===== src/rtl/rr_gate_arbiter.sv =====
// Round-robin arbiter that gates one of four byte streams onto a single
// registered output, limiting each owner to HOLD_MAX consecutive beats.
module rr_gate_arbiter #(
    parameter int unsigned HOLD_MAX = 4
) (
    input  logic        clk,
    input  logic        rst_n,
    input  logic [3:0]  req,
    input  logic [31:0] din,
    output logic [3:0]  gnt,
    output logic [7:0]  x,
    output logic        x_valid,
    output logic        busy
);

    typedef enum logic {
        IDLE = 1'b0,
        OWN  = 1'b1
    } state_t;

    localparam logic [3:0] CNT_LAST = 4'(HOLD_MAX - 1);

    state_t     state, state_n;
    logic [1:0] ptr, ptr_n;
    logic [1:0] k, k_n;
    logic [3:0] cnt, cnt_n;
    logic [3:0] gnt_n;
    logic [1:0] arb_ptr;
    logic [1:0] winner;
    logic       beat;
    logic       rel;
    logic       any_req;

    assign any_req = |req;
    assign busy    = (state == OWN);

    always_comb begin
        beat    = (state == OWN) && req[k];
        rel     = (state == OWN) && (!req[k] || (cnt == CNT_LAST));
        // A release arbitrates in the same cycle from the slot after the owner
        arb_ptr = rel ? (k + 2'd1) : ptr;
    end

    always_comb begin
        logic       found;
        logic [1:0] idx;
        winner = arb_ptr;
        found  = 1'b0;
        idx    = arb_ptr;
        for (int unsigned i = 0; i < 4; i++) begin
            idx = arb_ptr + 2'(i);
            if (!found && req[idx]) begin
                winner = idx;
                found  = 1'b1;
            end
        end
    end

    always_comb begin
        state_n = state;
        ptr_n   = ptr;
        k_n     = k;
        cnt_n   = cnt;
        case (state)
            IDLE: begin
                if (any_req) begin
                    state_n = OWN;
                    k_n     = winner;
                    cnt_n   = '0;
                end
            end
            OWN: begin
                if (rel) begin
                    ptr_n = arb_ptr;
                    if (any_req) begin
                        k_n   = winner;
                        cnt_n = '0;
                    end else begin
                        state_n = IDLE;
                    end
                end else if (beat) begin
                    cnt_n = cnt + 4'd1;
                end
            end
            default: state_n = IDLE;
        endcase
        gnt_n = (state_n == OWN) ? (4'b0001 << k_n) : '0;
    end

    always_ff @(posedge clk or negedge rst_n) begin
        if (!rst_n) begin
            state   <= IDLE;
            ptr     <= '0;
            k       <= '0;
            cnt     <= '0;
            gnt     <= '0;
            x       <= '0;
            x_valid <= 1'b0;
        end else begin
            state   <= state_n;
            ptr     <= ptr_n;
            k       <= k_n;
            cnt     <= cnt_n;
            gnt     <= gnt_n;
            x       <= beat ? din[{k, 3'b000} +: 8] : '0;
            x_valid <= beat;
        end
    end

endmodule


===== config.mk =====
export PLATFORM = sky130hd
export DESIGN_NAME = rr_gate_arbiter
export DESIGN_NICKNAME = d
export VERILOG_FILES = /design/src/rtl/rr_gate_arbiter.sv
export SDC_FILE = /design/constraint.sdc
export NUM_CORES = 1
export LEC_CHECK = 0
export ABC_CLOCK_PERIOD_IN_PS = 5730
export BUFFER_PORTS_ARGS = -buffer_cell sky130_fd_sc_hd__buf_2
export CORE_UTILIZATION = 35
export CTS_BUF_LIST = sky130_fd_sc_hd__clkbuf_16
export DETAILED_ROUTE_END_ITERATION = 7
export PLACE_DENSITY = 0.69
export SLEW_MARGIN = 20
export SYNTH_ARGS = -nofsm -noshare
export SYNTH_HDL_FRONTEND = slang
export SYNTH_SLANG_ARGS = --single-unit

===== constraint.sdc =====
create_clock -name clk -period 5.73 [get_ports clk]
set_input_delay 0.2865 -clock clk [delete_from_list [all_inputs] [get_ports clk]]
set_output_delay 0.2865 -clock clk [all_outputs]
set_load 0.02 [all_outputs]

== Word level (Yosys, flattened, before mapping) ==
Cells that the tools add are included.
W data, S select, Z words.

* Add/subtract/negate cells: 5
* $lt $le $gt $ge: 5
* Equality and inequality tests: 2
* Shift-type cells: 2
* Mux-type cells: 29
* Bitwise logic cells: 1
* Reductions and logical operators: 12

{| class="wikitable"
|+ Operators by type and width
! cell !! number
|-
| $shiftx A32 B6 Y8 || 1
|-
| $mux W4 || 4
|-
| $lt A2 B3 Y1 const B || 5
|-
| $mux W2 || 6
|-
| $bmux W1 S2 || 5
|-
| $mux W1 || 10
|-
| $mux W8 || 1
|-
| $pmux W4 S2 || 1
|-
| $logic_and A1 B1 Y1 || 5
|-
| $add A2 B1 Y2 const B || 2
|-
| $add A2 B2 Y2 const B || 2
|-
| $add A4 B1 Y4 const B || 1
|-
| $eq A4 B2 Y1 const B || 1
|-
| $logic_not A1 Y1 || 4
|-
| $pmux W2 S2 || 1
|-
| $reduce_or A4 Y1 || 1
|-
| $shl A1 B2 Y4 const A || 1
|-
| $ne A3 B1 Y1 const B || 1
|-
| $pmux W1 S2 || 1
|-
| $reduce_and A2 Y1 || 1
|-
| $logic_or A1 B1 Y1 || 1
|-
| $not A1 Y1 || 1
|}

* Register bits after elaboration: 22
* Input port bits: 38
* Output and inout bits: 14
* Logic and storage cells: 63

== Logic depth before layout (Yosys ltp) ==
* Depth after elaboration: 23
* Gate-level depth with buffers: 7
* Gate-level depth less buffers: 7

== Least setup slack after synthesis ==
OpenSTA, ideal clock, no wires.

* Kind: register to register
* From: register cnt[0]
* To: register gnt[3]
* Setup time: 120 ps
* Arrival: 1934 ps
* Required time: 5610 ps
* Path slack: 3676 ps
* Stages on the path, launching flop included: 8
* Path buffers: 0
* Period minus slack after synthesis: 2054 ps
* Cell sequence: dfrtp_1 ha_1 nor3b_1 o2bb2ai_1 or3_4 a22o_1 a41o_1 and3_1

* Cells in the longest elaborated chain, start to end: 21
* Elaborated cells between the ends (all ways): 34
* Classes of those cells: add/sub (3); eq/ne (1); shift (1); mux (21); reduce/logical (8)

{| class="wikitable"
|+ Ends and longest elaborated chain
! item !! RTL line !! RTL
|-
| start, declared || 26 || <nowiki>logic [3:0] cnt, cnt_n;</nowiki>
|-
| start signal, assigned || 103 || <nowiki>cnt <= cnt_n;</nowiki>
|-
| $eq A4 B2 Y1 * || 39 || <nowiki>rel = (state == OWN) && (!req[k] || (cnt == CNT_LAST));</nowiki>
|-
| $logic_or A1 B1 Y1 * || 39 ||
|-
| $logic_and A1 B1 Y1 * || 39 ||
|-
| branches (longest 15 deep; another with $add A2 B1 Y2) || n/a ||
|-
| $pmux W2 S2 * || 64 || <nowiki>case (state)</nowiki>
|-
| via k_n[1] || 25 || <nowiki>logic [1:0] k, k_n;</nowiki>
|-
| $shl A1 B2 Y4 * || 87 || <nowiki>gnt_n = (state_n == OWN) ? (4'b0001 << k_n) : '0;</nowiki>
|-
| $mux W4 * || 87 ||
|-
| via gnt_n[3] || 27 || <nowiki>logic [3:0] gnt_n;</nowiki>
|-
| end signal, assigned || 104 || <nowiki>gnt <= gnt_n;</nowiki>
|-
| end, declared || 10 || <nowiki>output logic [3:0] gnt,</nowiki>
|}

Mark *: on every way through the listed nets, which the timed path passes. The select of a mux whose other input is x is not followed.
A chain may end at the register's enable or synchronous reset.

== Worst setup path after layout ==
* From: register k[0]
* To: register gnt[2]

* Cells in the longest elaborated chain, start to end: 23
* Elaborated cells between the ends (all ways): 37
* Classes of those cells: add/sub (4); shift (1); mux (23); reduce/logical (9)

{| class="wikitable"
|+ Ends and longest elaborated chain
! item !! RTL line !! RTL
|-
| start, declared || 25 ||
|-
| start signal, assigned || 102 || <nowiki>k <= k_n;</nowiki>
|-
| branches (longest 20 deep; another with $add A2 B1 Y2) || n/a ||
|-
| $pmux W2 S2 * || 64 ||
|-
| via k_n[1] || 25 ||
|-
| $shl A1 B2 Y4 * || 87 ||
|-
| $mux W4 * || 87 ||
|-
| via gnt_n[2] || 27 ||
|}

Marks and branches as above.

==> flow_metrics.env <==
export IMPL_place_ws_ns=3.14
export IMPL_clockPowerShare_pct=16.9
export IMPL_cts_hold_repair_buffers=0
export IMPL_die_area_sq_um=4190
export IMPL_crit_buf_inv=0
export IMPL_pwr_share_seq_pct=33.0
export IMPL_cts_sinks=22
export IMPL_area_delta_synth_final_pct=24.4
export IMPL_drc_errors=0
export IMPL_final_area_sq_um=1710
export IMPL_slowest_stage="dfrtp_1"
export IMPL_r2r_slack_ns=3.13
export IMPL_pin_count=52
export IMPL_status="finished with violations"
export IMPL_drt_first_pass_iters=4
export IMPL_mostFrequentLayoutCell="buf_2"
export IMPL_setup_ws_ns=3.13
export IMPL_grt_max_degree=23
export IMPL_crit_path_end_kind="flip-flop"
export IMPL_diodes=0
export IMPL_track_usage_pct=16.4
export IMPL_wl_per_cell_um=14.9
export IMPL_clkTransAtPathRegs_ns=0.05
export IMPL_viasPerCell=5.39
export IMPL_place_congestion=0.940
export IMPL_hold_path_class="in -> async"
export IMPL_hpwl_um=2560
export IMPL_rsz0062_at_grt="false"
export IMPL_path_max_fanout=15
export IMPL_root_buffer="clkbuf_16"
export IMPL_r2r_start="k[0]$_DFF_PN0_"
export IMPL_nFillCells=347
export IMPL_grtUsageMet3_pct=1.06
export IMPL_synth_nets=161
export IMPL_cp_depth=6
export IMPL_regArea_sq_um=551
export IMPL_synth_cells=122
export IMPL_cp_required_ns=5.82
export IMPL_ys_ff_latch=22
export IMPL_htree_levels=1
export IMPL_fin_crit_ns=2.60
export IMPL_sw_frac_of_total_pct=39.2
export IMPL_start_util_pct=37.1
export IMPL_cp_start_kind="flip-flop"
export IMPL_grt_use_met2_pct=25.7
export IMPL_p_int_uw=517
export IMPL_ir_drop_mv=0.143
export IMPL_fin_skew_ns=0.00352
export IMPL_worstSetupPathType="reg -> reg"
export IMPL_clock_path_buffers=2
export IMPL_via_count=1169
export IMPL_tns_ns=0
export IMPL_grt_busiest_layer="met2"
export IMPL_rr_worst_depth=6
export IMPL_arrival_ns=2.70
export IMPL_die_y_um=64.7
export IMPL_drv_slew=0
export IMPL_period_share_pct=45.4
export IMPL_io_buffers=51
export IMPL_fin_nets=209
export IMPL_postCtsSetupRepairBufs=0
export IMPL_p_sw_uw=333
export IMPL_slowest_delay_ns=0.77
export IMPL_ys_warn_count=0
export IMPL_fin_cells=217
export IMPL_seq_area_frac_synth_pct=40.0
export IMPL_regToRegEndpoint="gnt[2]$_DFF_PN0_"
export IMPL_avgSynthCellArea_sq_um=11.3
export IMPL_crit_end="gnt[2]$_DFF_PN0_"
export IMPL_numCtsBuffers=3
export IMPL_grt_overflow=0
export IMPL_violations="negative hold slack"
export IMPL_core_area_sq_um=3720
export IMPL_critPathLaunch="k[0]$_DFF_PN0_"
export IMPL_power_density_nw_per_um2=495
export IMPL_cp_cell_sequence="mux4_2 -> nand3_1 -> nand4_1 -> a22o_1 -> a41o_1 -> nor3b_1"
export IMPL_antenna_found_initial=0
export IMPL_placed_cells=213
export IMPL_fp_dieW_um=64.7
export IMPL_cts_tree="built"
export IMPL_grt_pass1_vias=1161
export IMPL_num_rows=22
export IMPL_max_cap_violations=0
export IMPL_multiInputGateArea_sq_um=754
export IMPL_grt_first_pass_wirelength_um=5310
export IMPL_wl_um=3230
export IMPL_worst_pin_slew_ns=0.778
export IMPL_ant_nets=0
export IMPL_fmax_ghz=0.384
export IMPL_synth_cell_types=42
export IMPL_clk_insertion_delay_late_ns=0.25
export IMPL_syn_cell_area_sq_um=1380
export IMPL_drive_above_1_share_pct=43.8
export IMPL_combPwrFrac_pct=50.2
export IMPL_placed_area_sq_um=1640
export IMPL_layout_common_cells="buf_2, dfrtp_1, and3_1"
export IMPL_final_hold_violation_count=22
export IMPL_crit_family="flip-flops"
export IMPL_p_leak_uw=0.000821
export IMPL_holdWs_ns=-0.0144
export IMPL_setup_viol=0
export IMPL_grtUsageMet1_pct=22.0
export IMPL_drtIter0Drc=67
export IMPL_slew_headroom_pct=47.7
export IMPL_post_cts_resized=0
[final cells by class]
| cell class | count | area share [%] |
|---|---|---|
| multi-input combinational | 88 | 44.0 |
| timing repair buffer | 51 | 14.9 |
| sequential | 22 | 32.1 |
| clock buffer | 3 | 4.38 |
| inverter | 4 | 0.876 |
| clock inverter | 1 | 0.219 |
| tap | 48 | 3.50 |
[state kept, by name, indices dropped and copies added (netlist names)]
signal   flops
ptr          2
x            8
x_valid      1
gnt          4
busy         1
cnt          4
k            2
[worst reg2reg max path: cells and delay by family, from the launching register on]
| kind | cells | cell delay, ns |
|---|---|---|
| DFF | 1 | 0.77 |
| muxes | 1 | 0.72 |
| and+or+nand+nor | 3 | 0.47 |
| AOI/OAI and AO/OA | 2 | 0.50 |
[cell usage after synthesis]
library cell | n | area share (%)
a32o_1 | 1 | 0.73
mux2_4 | 1 | 1.1
o2111ai_2 | 1 | 1.1
o211ai_1 | 1 | 0.55
o31ai_1 | 1 | 0.55
nor2_1 | 6 | 1.6
nand4_1 | 2 | 0.91
nand3_4 | 1 | 1.3
nor3b_2 | 1 | 0.91
o21ai_0 | 8 | 2.9
nor3_1 | 2 | 0.73
or3_4 | 1 | 0.82
a31oi_1 | 1 | 0.45
or3b_1 | 1 | 0.64
buf_2 | 3 | 1.1
nor3b_1 | 2 | 1.1
clkbuf_2 | 1 | 0.36
mux2_2 | 1 | 0.82
a21boi_0 | 1 | 0.55
a211oi_1 | 1 | 0.55
inv_1 | 2 | 0.55
o31ai_4 | 1 | 1.5
clkbuf_1 | 1 | 0.27
o2bb2ai_1 | 1 | 0.64
ha_1 | 1 | 0.91
a21oi_1 | 4 | 1.5
o2bb2a_2 | 1 | 0.82
buf_6 | 3 | 2.5
and2_1 | 1 | 0.45
nor2b_1 | 4 | 1.8
inv_2 | 2 | 0.55
a22o_1 | 1 | 0.64
mux4_2 | 9 | 15
nand2_1 | 8 | 2.2
mux2i_1 | 3 | 2.2
nand3_1 | 3 | 1.1
nand2b_1 | 4 | 1.8
dfrtp_1 | 22 | 40
and3_1 | 11 | 5.0
a41o_1 | 1 | 0.73
nor4_2 | 1 | 0.91
xnor2_1 | 1 | 0.64
[layer usage]
metal  wire [um]  share of wire (%)
met5           0                  0
met4          75                2.3
met3          95                2.9
met2        1630                 50
met1        1430                 44
[logic make-up after synthesis]
| logic type | Yosys count | synth area share, % |
|---|---|---|
| simple gates | 48 | 21.3 |
| flops | 22 | 40.0 |
| mux | 14 | 18.8 |
| compound gates | 24 | 13.2 |
| buf+inv | 12 | 5.27 |
| xor+xnor | 1 | 0.636 |
| fa+ha+maj | 1 | 0.908 |
[power groups by stage]
| stage | Clock, uW | Sequential, uW | Combinational, uW |
|---|---|---|---|
| finish | 143 | 280 | 426 |
| global route | 151 | 291 | 462 |
| CTS | 146 | 281 | 426 |
| detailed placement | 0 | 283 | 425 |
| global placement | 0 | 279 | 418 |
| floorplan | 0 | 290 | 325 |
[how the worst min path moves through the flow]
stage                      from             end  slack [ns]  cells past startpoint
after CTS                 rst_n  x[5]$_DFF_PN0_      0.0004                      1
after floorplan           rst_n  busy$_DFF_PN0_      -0.009                      0
after global routing      rst_n  x[5]$_DFF_PN0_        0.03                      1
after detailed placement  rst_n  x[2]$_DFF_PN0_        0.27                      1
after global placement    rst_n  x[5]$_DFF_PN0_        0.26                      1
final                     rst_n  x[2]$_DFF_PN0_       -0.01                      1
[metrics by stage]
stage | utilization, % | power [uW]
6_report | 46.1 | 849
5_1_grt | 46.1 | 904
4_1_cts | 46.1 | 853
3_5_place_dp | 44.0 | 707
3_3_place_gp | 44.0 | 696
2_1_floorplan | - | 614
Note: power is estimated with default switching activity, not from simulation.
